**config.mk**
```make
export PLATFORM = sky130hd
export DESIGN_NAME = game_ctrl
export DESIGN_NICKNAME = d
export VERILOG_FILES = /design/src/rtl/game_ctrl.sv
export SDC_FILE = /design/constraint.sdc
export NUM_CORES = 1
export LEC_CHECK = 0
export ABC_CLOCK_PERIOD_IN_PS = 7900
export CORE_MARGIN = 8
export CORE_UTILIZATION = 32
export CTS_CLUSTER_SIZE = 28
export DETAILED_ROUTE_END_ITERATION = 8
export MAX_ROUTING_LAYER = met4
export PLACE_DENSITY = 0.51
export RECOVER_POWER = 100
export SYNTH_ARGS = -nofsm -noshare
export SYNTH_HDL_FRONTEND = slang
export SYNTH_SLANG_ARGS = --single-unit
```
**constraint.sdc**
```tcl
create_clock -name clk -period 7.9 [get_ports clk]
set_clock_uncertainty 0.2 [all_clocks]
set_input_delay 2.37 -clock clk [delete_from_list [all_inputs] [get_ports clk]]
set_output_delay 2.37 -clock clk [all_outputs]
set_load 0.1 [all_outputs]
```
**src/rtl/game_ctrl.sv**
```systemverilog
// goose-run game sequencer: idle/run/crash/over FSM, collision commit,
// score, high score, difficulty level and crash flash.
module game_ctrl #(
    parameter int SCORE_W      = 16,
    parameter int SCORE_DIV    = 10,
    parameter int LEVEL_STEP   = 100,
    parameter int MAX_LEVEL    = 7,
    parameter int FLASH_FRAMES = 50,
    parameter int FLASH_HALF   = 8
) (
    input  logic               clk,
    input  logic               reset,
    input  logic               frame_tick,
    input  logic               btn_start,
    input  logic               collide,
    output logic [1:0]         state,
    output logic               run_en,
    output logic               game_over,
    output logic               flash,
    output logic [SCORE_W-1:0] score,
    output logic [SCORE_W-1:0] score_hi,
    output logic [2:0]         level
);

    localparam int FW = $clog2(SCORE_DIV);
    localparam int LW = $clog2(LEVEL_STEP + 1);
    localparam int CW = $clog2(FLASH_FRAMES + 1);
    localparam int HW = $clog2(FLASH_HALF + 1);

    typedef enum logic [1:0] {
        S_IDLE  = 2'd0,
        S_RUN   = 2'd1,
        S_CRASH = 2'd2,
        S_OVER  = 2'd3
    } state_t;

    state_t             cur, nxt;
    logic               btn_prev, start;
    logic               pend, pend_nx;
    logic [FW-1:0]      fcnt, fcnt_nx;
    logic [LW-1:0]      lcnt, lcnt_nx;
    logic [CW-1:0]      ccnt, ccnt_nx;
    logic [HW-1:0]      hcnt, hcnt_nx;
    logic               flash_nx;
    logic [SCORE_W-1:0] score_nx, hi_nx;
    logic [2:0]         level_nx;

    assign state = cur;
    assign start = btn_start & ~btn_prev;

    always_comb begin
        nxt      = cur;
        pend_nx  = pend;
        fcnt_nx  = fcnt;
        lcnt_nx  = lcnt;
        ccnt_nx  = ccnt;
        hcnt_nx  = hcnt;
        flash_nx = flash;
        score_nx = score;
        hi_nx    = score_hi;
        level_nx = level;
        unique case (cur)
            S_IDLE, S_OVER: begin
                if (start) begin
                    nxt      = S_RUN;
                    score_nx = '0;
                    level_nx = '0;
                    fcnt_nx  = '0;
                    lcnt_nx  = '0;
                    pend_nx  = 1'b0;
                end
            end
            S_RUN: begin
                // a collision seen mid-frame is only committed on the tick
                if (frame_tick && (pend || collide)) begin
                    nxt      = S_CRASH;
                    pend_nx  = 1'b0;
                    ccnt_nx  = '0;
                    hcnt_nx  = '0;
                    flash_nx = 1'b0;
                    if (score > score_hi)
                        hi_nx = score;
                end else begin
                    if (collide)
                        pend_nx = 1'b1;
                    if (frame_tick) begin
                        if (fcnt == FW'(SCORE_DIV - 1)) begin
                            fcnt_nx = '0;
                            if (score != '1)
                                score_nx = score + SCORE_W'(1);
                            if (lcnt == LW'(LEVEL_STEP - 1)) begin
                                lcnt_nx = '0;
                                if (level != 3'(MAX_LEVEL))
                                    level_nx = level + 3'd1;
                            end else begin
                                lcnt_nx = lcnt + LW'(1);
                            end
                        end else begin
                            fcnt_nx = fcnt + FW'(1);
                        end
                    end
                end
            end
            S_CRASH: begin
                if (frame_tick) begin
                    if (ccnt == CW'(FLASH_FRAMES - 1)) begin
                        nxt      = S_OVER;
                        flash_nx = 1'b0;
                        ccnt_nx  = '0;
                        hcnt_nx  = '0;
                    end else begin
                        ccnt_nx = ccnt + CW'(1);
                        if (hcnt == HW'(FLASH_HALF - 1)) begin
                            hcnt_nx  = '0;
                            flash_nx = ~flash;
                        end else begin
                            hcnt_nx = hcnt + HW'(1);
                        end
                    end
                end
            end
            default: ;
        endcase
    end

    always_ff @(posedge clk) begin
        if (!reset) begin
            cur       <= S_IDLE;
            btn_prev  <= 1'b1;
            pend      <= 1'b0;
            fcnt      <= '0;
            lcnt      <= '0;
            ccnt      <= '0;
            hcnt      <= '0;
            flash     <= 1'b0;
            score     <= '0;
            score_hi  <= '0;
            level     <= '0;
            run_en    <= 1'b0;
            game_over <= 1'b0;
        end else begin
            cur       <= nxt;
            btn_prev  <= btn_start;
            pend      <= pend_nx;
            fcnt      <= fcnt_nx;
            lcnt      <= lcnt_nx;
            ccnt      <= ccnt_nx;
            hcnt      <= hcnt_nx;
            flash     <= flash_nx;
            score     <= score_nx;
            score_hi  <= hi_nx;
            level     <= level_nx;
            run_en    <= (nxt == S_RUN);
            game_over <= (nxt == S_OVER);
        end
    end

endmodule

```
==> reports/metrics.csv, run 1 <==
stage;metric;value;unit
run_status;status;finished with violations;
run_status;violations;capacitance limit, slew limit;
detailed_routing;vias;3319;
synthesis;synth_async_sr_flop_share;0;
clock_network;cts-hold-fix-buffers;0;
worst_setup_path;path_max_fanout;17;
power;clockPowerShare;0.445;
floorplanning;rows;38;
final_layout;n_antenna_cell;0;
synthesis;synth_area_leaders;dfxtp_1 (35%), ha_1 (9.4%), nand4_1 (5.2%);
synthesis;synth_edf_count;0;
sta;hold_viol;0;
sta;rsz0062_at_grt;false;
power;p_sw_frac;0.257;
floorplanning;dieArea;14800;um^2
sta;holdWs;0.298;ns
detailed_routing;wl_per_cell;15.4;um
floorplanning;initial_core_util;0.329;
clock_network;ctsResizeCount;0;
grt;grt_pass1_vias;3085;
clock_network;ctsHtreeMaxLevel;3;
sta;timing.fmax;198;MHz
detailed_routing;via_per_inst;5.38;
worst_hold_path;holdCritPathClass;register to register;
worst_setup_path;cp-end-kind;register;
power;p_comb_frac;0.070;
synthesis;synth_cell_types;44;
grt;overflow;0;
synthesis;syn_area_per_cell;8.14;um^2
sta;slew_headroom;-0.274;
synthesis;synthCells;440;
clock_network;cts_tree;yes;
synthesis;ys_seq_elements;63;
floorplanning;core_area;10900;um^2
power;leakage;1.62;nW
synthesis;yosysWarnings;0;
synthesis;yosysSeqAreaShare;0.352;
floorplanning;ios;45;
detailed_routing;firstDrtPassIters;4;
detailed_routing;drt_iter0_drc;295;
detailed_routing;ant_nets;0;
worst_setup_path;crit_type;primary input to register;
power;internal_power;0.000497;W
final_layout;final_common_cell;dfxtp_1;
power;peakVddDrop;74.1;uV
power;switching_power;0.000172;W
worst_setup_path;startpoint_type;primary input;
floorplanning;chipHeight;122;um
final_layout;drive_gt1_frac;0.0755;
run;drv_cap;1;
clock_network;cts_sinks;63;
clock_network;cts_max_path_buffers;2;
placed_design;place_ws;2.76;ns
sta;fin_crit_sh;0.641;
clock_network;root_buffer;clkbuf_8;
sta;fin_tns_setup;0;ns
floorplanning;die_width;122;um
synthesis;yosysTopAreaCell;dfxtp_1;
placed_design;dpl.hpwl;6.70;mm
final_layout;area_delta_synth_final;21.2;%
power;p_total;0.000669;W
clock_network;clkTransAtPathRegs;0.07;ns
placed_design;gp_congestion;0.784;
clock_network;cts_buffers;9;
grt;grt_pass1_wl;15.7;mm
synthesis;syn-cell-area;3580;um^2
grt;antenna_found_initial;0;
worst_setup_path;critical_path_required;7.95;ns
clock_network;cts_setup_buffers;0;
final_layout;layout_common_cells;dfxtp_1 (63), nand2_1 (43), dlygate4sd3_1 (43);
final_layout;final_nets;504;
sta;maxSlewViolCount;17;
grt;grt_max_degree;33;
detailed_routing;wl;9.53;mm
final_layout;final_util;0.399;
sta;worst_pin_slew;1.89;ns
placed_design;io_buffers;44;
synthesis;synth_flop_cell;dfxtp_1;
clock_network;clkLatencyLatePin;0.35;ns
synthesis;syn_nets;472;
sta;fin_crit;5.06;ns
detailed_routing;drc_errors;0;
sta;setup_violations;0;
power;pwr-share-seq;0.485;
grt;track_usage;0.135;
power;powerDensity;154;nW/um^2
synthesis;yosys.area.top_type_share;0.352;
sta;fin_ws;2.84;ns
worst_setup_path;cp.arrival;5.12;ns
==> worst paths after layout <==
| kind | from | end | slack [ns] | cells after the start |
|---|---|---|---|---|
| worst max register to register | state[0] | score_hi[0] | 4.52 | 7 |
| worst min register to register | lcnt[1] | lcnt[1] | 0.30 | 2 |
| worst min-delay path | lcnt[1] | lcnt[1] | 0.30 | 2 |
| worst max-delay path | collide | score[3] | 2.84 | 6 |
==> cell type report <==
| type | instances | area (um^2) |
|---|---|---|
| clock inverter | 4 | 53.8 |
| multi-input combinational | 327 | 2150 |
| inverter | 24 | 90.1 |
| timing repair buffer | 47 | 459 |
| tap | 140 | 175 |
| sequential | 63 | 1260 |
| clock buffer | 12 | 155 |
| fill | 1107 | 6550 |
==> cells in the mapped netlist (3+ instances only) <==
master,instances
ha_1,27
nand2b_1,3
dfxtp_1,63
mux2i_1,3
or4_1,13
a31oi_1,15
o31ai_1,11
and3_1,6
nor2_1,29
or3_1,3
clkbuf_1,21
nand3_1,24
nor2b_1,4
xor2_1,11
and2_1,3
a21oi_1,33
o21a_1,3
inv_1,24
buf_2,5
nand2_1,43
nand4_1,30
a31o_2,14
xnor2_1,6
and4_1,3
a211oi_1,4
o21ai_0,13
==> cells by family (layout without fill, tap and decap cells) <==
| group | Yosys count | after routing | synth area share |
|---|---|---|---|
| AND/OR/NAND/NOR | 173 | 173 | 0.255 |
| AO/OA/AOI/OAI | 107 | 107 | 0.194 |
| flip-flops | 63 | 63 | 0.352 |
| buffers and inverters | 50 | 87 | 0.0541 |
| adder cells (fa/ha/maj) | 27 | 27 | 0.0943 |
| XOR/XNOR | 17 | 17 | 0.0416 |
| multiplexers | 3 | 3 | 0.00838 |
==> per-layer routing <==
metal  up-vias  share of wire  track usage  wire length, um
met5         -              0            -                0
met4         0          0.013       0.0463              125
met3        11          0.045       0.0347              427
met2        64           0.44        0.196             4210
met1      1557           0.50        0.178             4770
li1       1687              -            -                -
==> per-stage QoR <==
step	instances	instance area, um^2
2_1_floorplan	440	3580
3_3_place_gp	601	4140
3_5_place_dp	601	4140
4_1_cts	617	4350
5_1_grt	617	4340
6_report	617	4340
==> critical path, stage by stage <==
cell,delay (ns)
dlygate4sd3_1,0.58
or3b_1,0.43
o21ai_0,0.51
nand2_1,0.46
or4_1,0.61
a21oi_1,0.15
==> power groups by stage <==
stage	Sequential [W]	Clock (W)	Combinational, W
final	0.000324	0.000298	0.0000471
after CTS	0.000324	0.000307	0.0000483
after floorplan	0.000340	0	0.0000275
after global placement	0.000332	0	0.0000474
after detailed placement	0.000332	0	0.0000482
after global routing	0.000325	0.000321	0.0000519
==> registers in the layout (all words and copies together), names as in the netlist <==
name / count
lcnt: 7
fcnt: 4
btn_prev: 1
ccnt: 6
state: 2
flash: 1
run_en: 1
level: 3
score: 16
score_hi: 16
game_over: 1
pend: 1
hcnt: 4
Power figures use the tool's default switching activity.
==> run 2, diff against run 1 <==
--- a/config.mk
+++ b/config.mk
@@ -5,7 +5,7 @@
 export SDC_FILE = /design/constraint.sdc
 export NUM_CORES = 1
 export LEC_CHECK = 0
-export ABC_CLOCK_PERIOD_IN_PS = 7900
+export ABC_CLOCK_PERIOD_IN_PS = 4900
 export CORE_MARGIN = 8
 export CORE_UTILIZATION = 32
 export CTS_CLUSTER_SIZE = 28
==> constraint.sdc (replaced) <==
create_clock -name clk -period 4.9 [get_ports clk]
set_clock_uncertainty 0.2 [all_clocks]
set_input_delay 1.47 -clock clk [delete_from_list [all_inputs] [get_ports clk]]
set_output_delay 1.47 -clock clk [all_outputs]
set_load 0.1 [all_outputs]
==> run 2 against run 1 <==
  * The run now ends clean
  * Wire length grew 4.4%
  * Register-to-register slack got worse by 3.1 ns
  * Worst hold slack gained 0.0092 ns
  * Power grew 47%
  * Design area is 0.63% lower
  * Count of clock-buffer cells in the layout shrank 1
  * Worst setup slack got worse by 2.2 ns
  * First-iteration DRC count fell by 29%
  * Global-route usage increased by 0.74 points
  * Via count hardly changed
  * Largest cell class unchanged
==> reports/metrics.csv, run 2 (same netlist as run 1, synthesis figures left out) <==
stage;metric;value;unit
run_status;status;completed;
worst_setup_path;crit_slowest_cell;clkbuf_1;
sta;fin_crit;4.21;ns
final_layout;area_delta_synth_final;20.4;%
floorplanning;chipHeight;122;um
grt;overflow;0;
worst_hold_path;holdCritPathClass;register to register;
clock_network;clkTransAtPathRegs;0.07;ns
final_layout;n_antenna_cell;0;
grt;use_met1;0.189;
clock_network;cts_buffers;9;
sta;fin_crit_sh;0.860;
final_layout;fill_cells;1103;
grt;antenna_found_initial;0;
clock_network;clkLatencyLatePin;0.34;ns
clock_network;ctsResizeCount;0;
placed_design;gp_congestion;0.862;
sta;worst_pin_slew;1.04;ns
grt;grt_util_met2;0.211;
worst_setup_path;critical_path_required;4.96;ns
floorplanning;rows;38;
final_layout;drive_gt1_frac;0.0752;
final_layout;top_regs;score: 16 flops, score_hi: 16 flops, lcnt: 7 flops;
worst_setup_path;cpLargestDelayFamily;buffers and inverters;
final_layout;final_common_cell;dfxtp_1;
detailed_routing;wl_per_cell;16.1;um
sta;timing.fmax;237;MHz
sta;setup_violations;0;
grt;grt_pass1_wl;16.6;mm
floorplanning;dieArea;14800;um^2
grt;track_usage;0.143;
power;peakVddDrop;118;uV
detailed_routing;via_per_inst;5.36;
clock_network;cts_tree;yes;
clock_network;ctsHtreeMaxLevel;3;
sta;fin_tns_setup;0;ns
detailed_routing;wl;9.95;mm
final_layout;multi_input_area;2150;um^2
placed_design;dpl.hpwl;6.99;mm
final_layout;regArea;1260;um^2
detailed_routing;vias;3317;
detailed_routing;firstDrtPassIters;4;
grt;grt_max_degree;33;
sta;rsz0062_at_grt;false;
placed_design;place_ws;0.691;ns
final_layout;layout_common_cells;dfxtp_1 (63), nand2_1 (43), dlygate4sd3_1 (43);
sta;maxSlewViolCount;0;
clock_network;cts-hold-fix-buffers;0;
grt;busiest_layer;met2;
grt;gr-usage-met3;0.0282;
sta;slew_headroom;0.308;
worst_setup_path;path_buf_inv;2;
clock_network;cts_sinks;63;
floorplanning;die_width;122;um
worst_setup_path;max_stage_delay;0.65;ns
floorplanning;ios;45;
floorplanning;initial_core_util;0.329;
final_layout;final_nets;509;
worst_setup_path;cp-end-kind;register;
floorplanning;core_area;10900;um^2
clock_network;root_buffer;clkbuf_8;
detailed_routing;ant_nets;0;
worst_setup_path;crit_type;primary input to register;
sta;hold_viol;0;
placed_design;io_buffers;44;
clock_network;cts_setup_buffers;0;
run;drv_cap;0;
worst_setup_path;path_max_fanout;18;
worst_setup_path;path_cells;dlygate4sd3_1 -> o21ai_0 -> nor2_1 -> clkbuf_1 -> nand2_1 -> a311o_1 -> a31oi_1;
grt;grt_pass1_vias;3250;
power;powerDensity;228;nW/um^2
sta;fin_ws;0.685;ns
clock_network;cts_max_path_buffers;2;
worst_setup_path;cp.arrival;4.27;ns
power;leakage;1.61;nW
detailed_routing;drt_iter0_drc;208;
detailed_routing;drc_errors;0;
worst_setup_path;startpoint_type;primary input;
## run 2: cell types whose count changed in the layout (fill, tap and decap cells not counted), moves of 2 or more
cell        delta
clkinvlp_4     -2
clkbuf_1       +2
clkinv_2       +2
buf_4          +3
## run 2: layer usage
layer  routed length [um]  part of all wire  up-vias
li1                     -                 -     1690
met3                  377             0.038       11
met2                 4410              0.44       47
met5                    0                 0        -
met4                  125             0.013        0
met1                 5040              0.51     1569
## run 2: cell type report
cell class              count  share of cell area
multi-input cells         327               0.498
flip-flops and latches     63               0.292
repair buffers             52               0.113
well taps                 140              0.0406
clock buffers              11              0.0328
inverters                  24              0.0209
clock inverters             2             0.00232
## run 2: path summary, 6_finish.rpt
check                           cells after the start     endpoint        from  slack, ns
worst max-delay path                                7  score_hi[0]  frame_tick       0.69
worst min-delay path                                2     level[2]    level[2]       0.31
worst max register to register                      7  score_hi[0]    state[0]       1.47
worst min register to register                      2     level[2]    level[2]       0.31
## run 2: power breakdown
group | internal [W] | switching [W]
sequential | 0.000518 | 0.00000587
combinational | 0.0000214 | 0.0000563
clock | 0.000187 | 0.000195
## run 2: through the flow
step / hold slack [ns] / std cells / area, um^2 / total power [W] / util
5_1_grt: 0.342 / 619 / 4310 / 0.00103 / 0.396
2_1_floorplan: 0.258 / 440 / 3580 / 0.000592 / -
6_report: 0.307 / 619 / 4310 / 0.000984 / 0.396
3_3_place_gp: 0.294 / 606 / 4180 / 0.000614 / 0.384
3_5_place_dp: 0.294 / 606 / 4180 / 0.000615 / 0.384
4_1_cts: 0.304 / 619 / 4330 / 0.000998 / 0.398
## run 2: worst register-to-register path, cell delays in order (launching register included)
cell	delay, ns
dfxtp_1	0.39
ha_1	0.55
inv_1	0.17
nor2_1	0.16
clkbuf_1	0.65
nand2_1	0.61
a311o_1	0.50
a31oi_1	0.12
